`config.mk`:
```
export PLATFORM = sky130hd
export DESIGN_NAME = demux_rr_arbiter_flat
export DESIGN_NICKNAME = d
export VERILOG_FILES = /design/src/rtl/demux_rr_arbiter_if.sv /design/src/rtl/demux_rr_arbiter.sv /design/src/flat_wrapper.sv
export SDC_FILE = /design/constraint.sdc
export NUM_CORES = 1
export LEC_CHECK = 0
export CAP_MARGIN = 20
export CELL_PAD_IN_SITES_DETAIL_PLACEMENT = 1
export CELL_PAD_IN_SITES_GLOBAL_PLACEMENT = 1
export CORE_ASPECT_RATIO = 0.9
export CORE_MARGIN = 10
export CORE_UTILIZATION = 40
export DETAILED_ROUTE_END_ITERATION = 6
export DONT_BUFFER_PORTS = 1
export PLACE_DENSITY_LB_ADDON = 0.1
export RECOVER_POWER = 100
export REMOVE_ABC_BUFFERS = 1
export SYNTH_ARGS = -nofsm -noshare
export SYNTH_HDL_FRONTEND = slang
export SYNTH_SLANG_ARGS = --single-unit
```
`constraint.sdc`:
```
create_clock -name clk -period 2 [get_ports clk]
set_input_delay 0.6 -clock clk [delete_from_list [all_inputs] [get_ports clk]]
set_output_delay 0.6 -clock clk [all_outputs]
set_load 0.05 [all_outputs]
```
`src/rtl/demux_rr_arbiter_if.sv`:
```
// Handshake and demux-side bundle shared by the serial source, the arbiter and the sinks.
// The slave modport is the arbiter's view; master is the source/sink environment.
interface demux_rr_arbiter_if;
    logic [3:0] req;
    logic       in_valid;
    logic       in_data;
    logic       in_ready;
    logic [1:0] sel;
    logic       d_out;
    logic [3:0] grant;
    logic       burst_done;

    modport master (
        output req,
        output in_valid,
        output in_data,
        input  in_ready,
        input  sel,
        input  d_out,
        input  grant,
        input  burst_done
    );

    modport slave (
        input  req,
        input  in_valid,
        input  in_data,
        output in_ready,
        output sel,
        output d_out,
        output grant,
        output burst_done
    );
endinterface

```
`src/rtl/demux_rr_arbiter.sv`:
```
// Round-robin arbiter that lends one serial bit source to four demux sinks,
// one fixed-length burst per grant, with early release when the owner drops its request.
module demux_rr_arbiter #(
    parameter int BURST = 4,
    parameter int CNT_W = 4
) (
    input logic               clk,
    input logic               rst_n,
    demux_rr_arbiter_if.slave bus
);

    typedef enum logic {
        S_IDLE = 1'b0,
        S_BUSY = 1'b1
    } state_t;

    localparam logic [CNT_W-1:0] LAST_CNT = CNT_W'(BURST - 1);

    state_t           r_state;
    state_t           w_state_next;
    logic [1:0]       r_ptr;
    logic [1:0]       w_ptr_next;
    logic [CNT_W-1:0] r_cnt;
    logic [CNT_W-1:0] w_cnt_next;
    logic [1:0]       r_sel;
    logic [1:0]       w_sel_next;
    logic [3:0]       r_grant;
    logic [3:0]       w_grant_next;
    logic             r_burst_done;
    logic             w_burst_done_next;

    logic [1:0]       w_cand [4];
    logic [3:0]       w_hit;
    logic [1:0]       w_pick;
    logic             w_any_req;
    logic             w_owner_req;
    logic             w_in_ready;
    logic             w_xfer;
    logic             w_d_out;

    // Candidate k is ptr+1+k, so the last candidate is the previous owner itself.
    generate
        for (genvar gi = 0; gi < 4; gi++) begin : g_cand
            assign w_cand[gi] = r_ptr + 2'(gi + 1);
            assign w_hit[gi]  = bus.req[w_cand[gi]];
        end
    endgenerate

    always_comb begin
        w_pick = r_ptr;
        for (int k = 3; k >= 0; k--) begin
            if (w_hit[k]) begin
                w_pick = w_cand[k];
            end
        end
    end

    assign w_any_req   = |bus.req;
    assign w_owner_req = |(bus.req & r_grant);
    assign w_xfer      = bus.in_valid & w_in_ready;

    // State register
    always_ff @(posedge clk or negedge rst_n) begin
        if (!rst_n) begin
            r_state      <= S_IDLE;
            r_ptr        <= 2'd3;
            r_cnt        <= '0;
            r_sel        <= 2'd0;
            r_grant      <= 4'b0000;
            r_burst_done <= 1'b0;
        end else begin
            r_state      <= w_state_next;
            r_ptr        <= w_ptr_next;
            r_cnt        <= w_cnt_next;
            r_sel        <= w_sel_next;
            r_grant      <= w_grant_next;
            r_burst_done <= w_burst_done_next;
        end
    end

    // Next-state logic
    always_comb begin
        w_state_next      = r_state;
        w_ptr_next        = r_ptr;
        w_cnt_next        = r_cnt;
        w_sel_next        = r_sel;
        w_grant_next      = r_grant;
        w_burst_done_next = 1'b0;
        case (r_state)
            S_IDLE: begin
                if (w_any_req) begin
                    w_state_next = S_BUSY;
                    w_ptr_next   = w_pick;
                    w_sel_next   = w_pick;
                    w_grant_next = 4'b0001 << w_pick;
                    w_cnt_next   = '0;
                end
            end
            S_BUSY: begin
                if (w_xfer) begin
                    w_cnt_next = r_cnt + 1'b1;
                end
                // A final bit completes the burst even if the owner releases in the same cycle.
                if (w_xfer && (r_cnt == LAST_CNT)) begin
                    w_state_next      = S_IDLE;
                    w_grant_next      = 4'b0000;
                    w_burst_done_next = 1'b1;
                end else if (!w_owner_req) begin
                    w_state_next = S_IDLE;
                    w_grant_next = 4'b0000;
                end
            end
            default: begin
                w_state_next = S_IDLE;
                w_grant_next = 4'b0000;
            end
        endcase
    end

    // Output logic
    always_comb begin
        w_in_ready = (r_state == S_BUSY);
        w_d_out    = bus.in_data & bus.in_valid & (r_state == S_BUSY);
    end

    assign bus.in_ready   = w_in_ready;
    assign bus.d_out      = w_d_out;
    assign bus.sel        = r_sel;
    assign bus.grant      = r_grant;
    assign bus.burst_done = r_burst_done;

endmodule

```
`src/flat_wrapper.sv`:
```
// flat-port wrapper written by rule: the top's interface ports become plain ports
module demux_rr_arbiter_flat 
#(
    parameter int BURST = 4,
    parameter int CNT_W = 4
)
  (clk, rst_n, bus_req, bus_in_valid, bus_in_data, bus_in_ready, bus_sel, bus_d_out, bus_grant, bus_burst_done);
  demux_rr_arbiter_if bus_i ();
  input logic clk;
  input logic rst_n;
  input wire logic [$bits(bus_i.req)-1:0] bus_req;
  input wire logic [$bits(bus_i.in_valid)-1:0] bus_in_valid;
  input wire logic [$bits(bus_i.in_data)-1:0] bus_in_data;
  output wire logic [$bits(bus_i.in_ready)-1:0] bus_in_ready;
  output wire logic [$bits(bus_i.sel)-1:0] bus_sel;
  output wire logic [$bits(bus_i.d_out)-1:0] bus_d_out;
  output wire logic [$bits(bus_i.grant)-1:0] bus_grant;
  output wire logic [$bits(bus_i.burst_done)-1:0] bus_burst_done;
  assign bus_i.req = bus_req;
  assign bus_i.in_valid = bus_in_valid;
  assign bus_i.in_data = bus_in_data;
  assign bus_in_ready = bus_i.in_ready;
  assign bus_sel = bus_i.sel;
  assign bus_d_out = bus_i.d_out;
  assign bus_grant = bus_i.grant;
  assign bus_burst_done = bus_i.burst_done;
  demux_rr_arbiter #(.BURST(BURST), .CNT_W(CNT_W)) u_core (.clk(clk), .rst_n(rst_n), .bus(bus_i));
endmodule
```
==> results of run 1 <==
-- cells by family after synthesis --
kind of cell / count (synthesis) / synth area share [%]
buffers and inverters: 2 / 1.57
AO/OA/AOI/OAI: 26 / 29.5
adder cells (fa/ha/maj): 1 / 1.74
flip-flops: 14 / 49.2
AND/OR/NAND/NOR: 21 / 18.0
-- report_power, final --
group / total (mW) / switching, mW / leakage, nW / internal (mW)
Sequential: 0.586 / 0.187 / 0.177 / 0.399
Clock: 0.201 / 0.0903 / 0.0210 / 0.111
Combinational: 0.582 / 0.383 / 0.149 / 0.199
Total: 1.37 / 0.660 / 0.347 / 0.709
-- worst max-delay path: cells and delay by family, from the launching register on --
| kind | cells | cell delay (ns) |
|---|---|---|
| buffers and inverters | 1 | 0.27 |
| flip-flops | 1 | 0.48 |
| AND/OR/NAND/NOR | 1 | 0.19 |
-- routing by layer --
layer | up-vias | GRT usage, %
li1 | 266 | -
met1 | 266 | 12.3
met2 | 17 | 13.9
met3 | 2 | 4.30
met4 | 0 | 3.66
met5 | - | 0
-- sequential cells by signal (all words and copies together) (netlist names) --
register,cells
u_core.bus.grant,4
u_core.r_cnt,4
u_core.bus.in_ready,1
u_core.bus.burst_done,1
u_core.bus.sel,2
u_core.r_ptr,2
-- layout by cell type, fill, tap and decap left out, drive strengths merged --
cell / instances
a21o: 3
a21oi: 5
a221o: 1
a221oi: 1
a22o: 2
a22oi: 2
a32o: 2
and3: 2
clkbuf: 10
dfrtp: 12
dfstp: 2
dlygate4sd3: 2
ha: 1
inv: 1
nand2: 4
nand2b: 3
nand3: 5
nor2: 4
nor3: 2
o211a: 1
o211ai: 1
o21a: 1
o21ai: 7
or3: 1
-- area by class of cell --
cell class | instances | area share (%)
sequential | 14 | 44.8
timing repair buffer | 8 | 5.71
multi-input combinational | 48 | 40.6
clock buffer | 4 | 4.60
inverter | 1 | 0.476
tap | 24 | 3.81
-- final timing paths --
check / startpoint / end / slack (ns) / depth (start not counted)
min in group clk: bus_in_valid / u_core.r_cnt[1] / 0.49 / 2
max in group asynchronous: rst_n / u_core.bus.sel[1] / 1.10 / 1
worst max register to register: u_core.bus.in_ready / u_core.bus.grant[3] / 0.23 / 3
worst min register to register: u_core.r_cnt[3] / u_core.bus.burst_done / 0.50 / 1
worst max-delay path: u_core.bus.in_ready / bus_d_out / 0.18 / 2
worst min-delay path: rst_n / u_core.r_ptr[0] / 0.16 / 0
-- per-stage QoR --
stage | hold WS, ns | instances | instance area (sq um)
final | 0.157 | 99 | 788
after global routing | 0.130 | 99 | 788
after CTS | 0.0000688 | 98 | 843
after detailed placement | 0.305 | 93 | 797
after global placement | 0.305 | 93 | 797
after floorplan | 0.304 | 63 | 709
==> impl_results.md, run 1 <==
* Run status: finished clean
* Total CTS buffers at 3
* Sink Count at 14
* Yosys cell types at 30
* Vias per cell at 5.57
* Die Y at about 60 um
* Root buf cell: clkbuf_4
* Vias at ~550
* Ports at 17
* FILL cells at a little over 200
* H-tree levels at 1
* Relative slew slack at a little under half
* Maximum vdd drop at approximately 0.0009 V
* Pwr per Cell Area at ~1700 nW/um^2
* Avg Inst Size Synth at around 11 sq um
* Remaining antenna violation count at 0
* Final Core Density at between 40% and 50%
* Max-cap violations at 0
* Sequential fraction of the synthesis area at between 40% and 50%
* Gr ovfl total at 0
* CP Cell Sequence: and3_1, clkbuf_2
* Largest net degree at the start of global routing at 11
* Register Area at between 300 and 400 sq um
* Skew-Pair Late Insertion Delay at approximately 0.27 ns
* First-pass GRT wire length at between 2 and 3 mm
* IO buf count at 0
* Worst Path Max Fanout at 9
* CP endpoint kind: output port
* Core area at 1680 sq um
* Ant diodes at 0
* Post-cts gate resize count at 0
* Mapped Area at 717 sq um
* Final wirelength at approximately 1.7 mm
* WL/cell at roughly 18 um
* Pre-CTS setup slack at ~0.46 ns
* Initial antenna violation count at 0
* Bufs on Longest Clock Path at 2
* Full die area at ~4000 sq um
* Worst path slowest cell: dfrtp_1
* Initial DRC count at 19
* Initial Util at a little over two fifths
* DR WL met3 at around 150 um
* Max frequency at 0.549 GHz
* Final min period at roughly 1.8 ns
* Worst setup margin at 0.177 ns
* Post-synth top flop: dfrtp_1
* Clock slew at reported path FFs at 0.08 ns
* Gr usage total at just under 10%
* Drt first pass iters at 4
* EDFF count, synth at 0
* Multi-input gate area at ~320 sq um
* Final-stage net count at 85
* Endpoints failing setup at 0
* CTS tree: done
* Post-synth top cells: 12 x dfrtp_1, 6 x o21ai_0, 4 x nand2_1, 4 x nand3_1
* Synth area leader: dfrtp_1
* Worst Setup Path Type: reg2out
* Max Used Layer: met4
* Hpwl dp at roughly 1.3 mm
* Top cell type's share of synthesized area at 41.9%
* Critical path required time at ~1.4 ns
* Worst path max stage delay at ~0.48 ns
* RSZ-0062 raised after global routing: no
* Share of cells above drive strength 1 at 18.7%
* Tightest Pin Transition at around 0.80 ns
* FFs w/ async S/R, synth at 100%
* Drt drc at 0
* Hold-fix buffers at CTS at 1
* Area Growth Syn to Fin at 9.95%
* Layout Skew at slightly below 0.0008 ns
* Crit path DAT at approximately 1.2 ns
* Final worst path period share at between 90% and 100%
* Top-count cell post-synth: dfrtp_1
* Number of global-route vias before repair at approximately 590
* Site Rows at 14
* Yosys reg bits at 14
* CP startpoint kind: register
* Setup Buffers After CTS at 0
* Power after layout at 1.37 mW
* Synth area leaders: dfrtp_1 42%, dfstp_2 7.3%, o21ai_0 4.2%
* Post-synthesis cell count at 64
* Pins Over Slew Limit at 0
* Pleak at about 0.35 nW
* Type of the worst min-delay path: in2async
* Post-route setup TNS at 0 ns
* Met1 WL at about 800 um
* Synth Warn # at 0
* Met2 WL post-DR at around 790 um
* Chip Width at ~65 um
* Gp weighted congestion at 0.769
* Final hold viol count at 0
(Power assumes the default switching activity.)
==> run 2: changes to the inputs <==
- CAP_MARGIN: 20 -> 40
==> results of run 2 <==
Same layout as run 1: the final DEF is identical, and so are final timing and power.
==> run 3: changes to the inputs <==
- CTS_CLUSTER_SIZE: unset -> 14
==> results of run 3 <==
Same layout as run 1: the final DEF is identical, and so are final timing and power.
